[src/rtl/dram_arbiter.sv]
// rtl/dram_arbiter.sv - round-robin arbiter sharing one DRAM port among NUM_REQ DMA requesters
// One transaction at a time; IDLE grants, BUSY waits for dramValid, DONE is a dead cycle before regrant.

module dram_arbiter #(
  parameter int NUM_REQ = 4,
  parameter int IDX_W   = 2
) (
  input  logic                    clk,
  input  logic                    reset,
  input  logic [32*NUM_REQ-1:0]   reqAddress,
  input  logic [32*NUM_REQ-1:0]   reqWriteData,
  input  logic [NUM_REQ-1:0]      reqReadEnable,
  input  logic [NUM_REQ-1:0]      reqWriteEnable,
  output logic [31:0]             reqReadData,
  output logic [NUM_REQ-1:0]      reqValid,
  output logic [31:0]             dramAddress,
  output logic [31:0]             dramWriteData,
  output logic                    dramReadEnable,
  output logic                    dramWriteEnable,
  input  logic [31:0]             dramReadData,
  input  logic                    dramValid,
  output logic                    busy,
  output logic [IDX_W-1:0]        grantId
);

  localparam int unsigned NUM_REQ_U = NUM_REQ;

  typedef enum logic [1:0] {
    IDLE = 2'd0,
    BUSY = 2'd1,
    DONE = 2'd2
  } state_t;

  state_t             state;
  state_t             nextState;
  logic [IDX_W-1:0]   rrPtr;
  logic [NUM_REQ-1:0] pend;
  logic [IDX_W-1:0]   pickIdx;
  logic               pickValid;

  // Requester indices are always below NUM_REQ, so a single subtraction wraps.
  function automatic logic [IDX_W-1:0] wrapAdd(input logic [IDX_W-1:0] base,
                                               input int unsigned offset);
    int unsigned sum;
    sum = 32'(base) + offset;
    if (sum >= NUM_REQ_U) sum = sum - NUM_REQ_U;
    return sum[IDX_W-1:0];
  endfunction

  assign pend = reqReadEnable | reqWriteEnable;

  always_comb begin
    logic [IDX_W-1:0] cand;
    pickValid = 1'b0;
    pickIdx   = rrPtr;
    cand      = rrPtr;
    for (int k = 0; k < NUM_REQ; k++) begin
      cand = wrapAdd(rrPtr, 32'(k));
      if (!pickValid && pend[cand]) begin
        pickValid = 1'b1;
        pickIdx   = cand;
      end
    end
  end

  always_ff @(posedge clk or negedge reset) begin
    if (!reset) state <= IDLE;
    else        state <= nextState;
  end

  always_comb begin
    nextState = state;
    case (state)
      IDLE:    if (pickValid) nextState = BUSY;
      BUSY:    if (dramValid) nextState = DONE;
      DONE:    nextState = IDLE;
      default: nextState = IDLE;
    endcase
  end

  always_ff @(posedge clk or negedge reset) begin
    if (!reset) begin
      rrPtr           <= '0;
      grantId         <= '0;
      dramAddress     <= '0;
      dramWriteData   <= '0;
      dramReadEnable  <= 1'b0;
      dramWriteEnable <= 1'b0;
    end else begin
      case (state)
        IDLE: begin
          if (pickValid) begin
            grantId         <= pickIdx;
            dramAddress     <= reqAddress[32*pickIdx +: 32];
            dramWriteData   <= reqWriteData[32*pickIdx +: 32];
            // A requester raising both enables is treated as a write.
            dramWriteEnable <= reqWriteEnable[pickIdx];
            dramReadEnable  <= reqReadEnable[pickIdx] & ~reqWriteEnable[pickIdx];
          end
        end
        BUSY: begin
          if (dramValid) begin
            dramReadEnable  <= 1'b0;
            dramWriteEnable <= 1'b0;
            rrPtr           <= wrapAdd(grantId, 32'd1);
          end
        end
        default: begin
        end
      endcase
    end
  end

  // Completion is forwarded combinationally so the requester sees it in the DRAM's valid cycle.
  always_comb begin
    reqValid = '0;
    for (int i = 0; i < NUM_REQ; i++) begin
      reqValid[i] = (state == BUSY) && dramValid && (grantId == IDX_W'(i));
    end
  end

  assign reqReadData = dramReadData;
  assign busy        = (state != IDLE);

endmodule

[config.mk]
export PLATFORM = sky130hd
export DESIGN_NAME = dram_arbiter
export DESIGN_NICKNAME = d
export VERILOG_FILES = /design/src/rtl/dram_arbiter.sv
export SDC_FILE = /design/constraint.sdc
export NUM_CORES = 1
export LEC_CHECK = 0
export CAP_MARGIN = 5
export CORE_ASPECT_RATIO = 1.4
export CORE_MARGIN = 2
export CORE_UTILIZATION = 23
export DETAILED_ROUTE_END_ITERATION = 10
export PLACE_DENSITY_LB_ADDON = 0.05
export SYNTH_ARGS = -nofsm -noshare
export SYNTH_HDL_FRONTEND = slang
export SYNTH_SLANG_ARGS = --single-unit
[constraint.sdc]
create_clock -name clk -period 4.94 [get_ports clk]
set_clock_uncertainty 0.15 [all_clocks]
set_input_delay 0.494 -clock clk [delete_from_list [all_inputs] [get_ports clk]]
set_output_delay 0.494 -clock clk [all_outputs]
set_load 0.01 [all_outputs]
# Yosys cells after proc, flatten, opt, wreduce, memory -nomap -nowiden
# Index checks and enable logic that the tools add are counted.
# totals
register_bits	72
word_cells	89
# classes
addsub	9
order_cmp	10
eq_ne	6
n_shift	2
n_mux	33
n_bitwise	3
n_reduce_logical	19
# ops
operator	n
128-bit by 8-bit variable part select with 32-bit output	2
2-bit two-way mux	11
2-bit by 3-bit < comparator with 1-bit output, second input constant	5
1-bit two-way mux	13
1-bit binary-select mux with 2-bit select	6
3-bit >= comparator, second input constant	4
2-bit by 1-bit subtractor with 2-bit output, second input constant	5
1-bit logical AND	8
2-bit by 1-bit adder with 3-bit output, second input constant	2
2-bit by 2-bit adder with 3-bit output, second input constant	2
2-bit AND reduction	3
2-bit by 1-bit == test with 1-bit output, second input constant	2
2-bit == test, second input constant	2
2-bit logical NOT	2
2-bit inequality test, second input constant	2
4-bit OR	1
1-bit one-hot mux with 2 select lines	2
2-bit one-hot mux with 2 select lines	1
2-bit nonzero test	2
2-bit by 3-bit >= comparator with 1-bit output, second input constant	1
1-bit logical NOT	3
3-bit AND reduction	1
1-bit AND	1
1-bit inverter	1

# Logic depth before layout (Yosys ltp)
# depth
word_depth	20
ltp_mapped	8

# Worst setup path before layout
# No wires, ideal clock.
# synth_path
path_type	in2reg
from	in reqReadEnable[3]
to	reg grantId[0]
setup_time_ns	0.125
arrival_ns	1.894
slack_ns	2.771
path_stages	7
path_buffers	3
cell_sequence	or4_1 a21oi_1 a221oi_2 buf_6 buf_6 buf_6 mux2_2
# synth_between
elab_chain_cells	14
# synth_rtl
element	line	rtl
start: declaration	12	input logic [NUM_REQ-1:0] reqReadEnable,
4-bit OR (*)	50	assign pend = reqReadEnable | reqWriteEnable;
1-bit binary-select mux with 2-bit select	59	if (!pickValid && pend[cand]) begin
1-bit two-way mux (not written as such)	59	
1-bit two-way mux	59	
1-bit logical NOT	59	
1-bit logical AND	59	
1-bit two-way mux	59	
1-bit logical NOT	59	
1-bit logical AND	59	
1-bit two-way mux	59	
1-bit logical NOT	59	
1-bit logical AND	59	
1-bit two-way mux	59	
2-bit AND reduction (no line)	--	
end signal: assignment	93	grantId <= pickIdx;
end: declaration	23	output logic [IDX_W-1:0] grantId
# Mark *: on every way between the ends. The rest lies on a longest branch, timed or not. The select of a mux whose other input is x is not followed.
# A chain may end at the register's enable or synchronous reset.

# Worst setup path after layout
# layout_path
from	in reqWriteEnable[1]
to	reg dramWriteData[0]
# layout_between
elab_chain_cells	14
# layout_rtl
element	line	rtl
start: declaration	13	input logic [NUM_REQ-1:0] reqWriteEnable,
4-bit OR (*)	50	
1-bit binary-select mux with 2-bit select	59	
1-bit two-way mux (not written as such)	59	
1-bit two-way mux	59	
1-bit logical NOT	59	
1-bit logical AND	59	
1-bit two-way mux	59	
1-bit logical NOT	59	
1-bit logical AND	59	
1-bit two-way mux	59	
1-bit logical NOT	59	
1-bit logical AND	59	
2-bit two-way mux / 1-bit two-way mux (equally long branches)	59	
128-bit by 8-bit variable part select with 32-bit output / 2-bit AND reduction (equally long branches)	--	
end signal: assignment	95	dramWriteData <= reqWriteData[32*pickIdx +: 32];
end: declaration	17	output logic [31:0] dramWriteData,
# Marks and branches as above.

==> out/metrics.cfg <==
[logic_synthesis]
synth_seq_cells=72
syn-cell-area_um2=5510
seq_area_frac_synth=0.327
synth_top_cell_by_area=dfrtp_1
postSynthCellCount=566
ys_top_cells_by_area=dfrtp_1 33%, mux2i_1 24%, nor3b_1 14%
synth.avg_cell_area_um2=9.73
synth_top_area_frac=0.327
ys_types=32
syn_nets=869
ys_warn_count=0

[cts]
path_clk_slew_ps=70
cts_buffers=9
cts_setup_buffers=0
cts-root-buf=clkbuf_16
post_cts_resized=0
cts_htree_levels=3
cts_tree=done
cts_hold_buffers=0
clockBufferDepth=2
insertion_delay_ps=350
clkSinkCount=72

[worst_setup_path]
cp_top_family=compound AO/OA/AOI/OAI gates
regToRegStartpoint=rrPtr[1]$_DFFE_PN0P_
arrival_ps=3260
cpMaxStageDelayCell=o211ai_4
startpoint=reqWriteEnable[1]
path_max_fanout=64
cp_slowest_stage_delay_ps=890
critPathLaunchType=input port
cp_num_cells=7
worstPathCellList=clkdlybuf4s50_1 > or4b_1 > o211ai_4 > buf_12 > nor3b_1 > mux2i_1 > o211ai_1
criticalPathCategory=input port to register
cp_num_buf_inv=2
critPathRequiredTime_ps=5010
r2r_cells=6
end_kind=register

[cells_and_area]
fin_cells=1155
syn_to_final_growth_pct=67.8
final_util=0.390
final_nets=1143
drive_above_1_share=0.0426
finalInstanceArea_um2=9240
antennaDiodeCount=0

[worst_hold_path]
worst_hold_path_type=input port to asynchronous set/reset pin

[routing]
drc_errors=0
wl_um=22200
wl_per_cell_um=19.2
vias=5474
drtIter0Drc=186
ant_nets=0
first_pass_iters=5
via_per_inst=4.74

[sta]
max_slew_margin=0.257
slew_viol_final=0
finalHoldViolCount=0
fin_crit_sh=0.646
setup_viol=0
rsz0062_at_grt=no
fmax_ghz=0.313
period_minus_slack_ps=3190
tightest_slew_ps=1110
fin_tns_setup_ps=0

[status]
status=complete, no violations

[floorplan]
rows=67
core_um2=23700
die_x_um=135
dieArea_um2=25200
pin_count=404
initial_utilization=0.232
die_h_um=187

[pwr]
power_frac_clock=0.177
p_comb_frac=0.592
power.leakage_nw=3.74
p_seq_frac=0.231
switching_share=0.400
ir_drop_uv=410
p_int_mw=2.72
power.switching_mw=1.82
power_density_nw_per_um2=491
finalPower_mw=4.54

[grt]
grt_max_degree=75
first_global_vias=5998
grt_usage=0.176
grt_pass1_wl_um=34200
antenna_found_initial=0
grt.overflow.total=0

[placed_design]
io_buffers=339
dp_cells=1139
place_area_um2=8890
place_congestion=0.753
dp_hpwl_um=16400

[flow_run]
cap_violations=0

-- state kept, by name (all words and copies together) (netlist names) --
register         count
dramAddress         32
dramReadEnable       1
dramWriteData       32
dramWriteEnable      1
grantId              2
rrPtr                2
state                2
-- power groups by stage --
stage | sequential, mW | combinational [mW] | clock [mW]
after floorplan | 1.16 | 1.52 | 0
after global placement | 1.05 | 2.70 | 0
after detailed placement | 1.05 | 2.74 | 0
after CTS | 1.05 | 2.74 | 0.833
after global routing | 1.09 | 2.93 | 0.854
final | 1.05 | 2.69 | 0.801
-- synth_stat cells --
master	n
nor2_1	7
inv_1	3
a21boi_0	1
o21bai_1	1
a211oi_1	1
mux2_2	4
nand3_1	1
dfrtp_1	72
mux2i_1	130
nand2_1	66
buf_2	19
o32ai_1	2
nor4_1	2
or2_2	1
ha_1	4
buf_6	11
o211ai_2	1
and2_1	4
buf_4	33
o21ai_1	1
or4_1	2
or4b_1	1
o21ai_0	2
nor3b_1	102
o211ai_1	51
a221oi_2	1
o221ai_1	15
nand2b_1	1
a21oi_1	2
nand3b_1	2
clkbuf_1	22
a31oi_1	1
-- cell families after synthesis --
| logic type | count (synthesis) | synth area share |
|---|---|---|
| adders and majority gates | 4 | 0.00909 |
| buffers and inverters | 88 | 0.102 |
| muxes | 134 | 0.244 |
| DFF | 72 | 0.327 |
| and+or+nand+nor | 189 | 0.206 |
| AOI/OAI and AO/OA | 79 | 0.111 |
-- area by class of cell --
type | instances | area [um^2]
Clock buffer | 9 | 225
Tap cell | 310 | 388
Timing Repair Buffer | 348 | 3500
Sequential cell | 72 | 1800
Fill cell | 2329 | 14500
Multi-Input combinational cell | 406 | 3190
Inverter | 3 | 11.3
Clock inverter | 7 | 126
-- cell usage in the layout (no fill, tap or decap), drive strengths merged, types with 2 or more instances in the layout --
master	count
o211ai	52
o221ai	15
ha	4
o21ai	3
clkdlybuf4s50	338
nand2	66
nand3b	2
inv	6
clkbuf	9
nor2	7
and2	4
o32ai	2
dfrtp	72
or4	2
mux2i	130
nor4	2
a21oi	2
buf	10
mux2	4
nor3b	102
bufinv	3
-- path summary, 6_finish.rpt --
| check | end | slack [ps] |
|---|---|---|
| min reg2reg | state[0]$_DFFE_PN0P_ | 290 |
| max | dramWriteData[0]$_DFFE_PN0P_ | 1750 |
| min in group clk | state[0]$_DFFE_PN0P_ | 290 |
| max in group asynchronous | dramWriteData[27]$_DFFE_PN0P_ | 3790 |
| min | dramAddress[15]$_DFFE_PN0P_ | 160 |
| max reg2reg | dramWriteData[0]$_DFFE_PN0P_ | 1850 |
-- routing by layer --
metal  routed length (um)  vias to the layer above  part of all wire  track usage
li1                     -                     2599                 -            -
met1                 8120                     2608              0.37        0.189
met2                11800                      205              0.53        0.324
met3                 1440                       62             0.065       0.0412
met4                  821                        0             0.037       0.0789
met5                    0                        -                 0            0
-- through the flow --
stage / hold slack [ps] / setup WS [ps]
after global routing: 241 / 1520
final: 162 / 1750
after CTS: 227 / 1740
after global placement: 285 / 1450
after detailed placement: 301 / 1340
after floorplan: 48.4 / 2770
(Power assumes the default switching activity.)
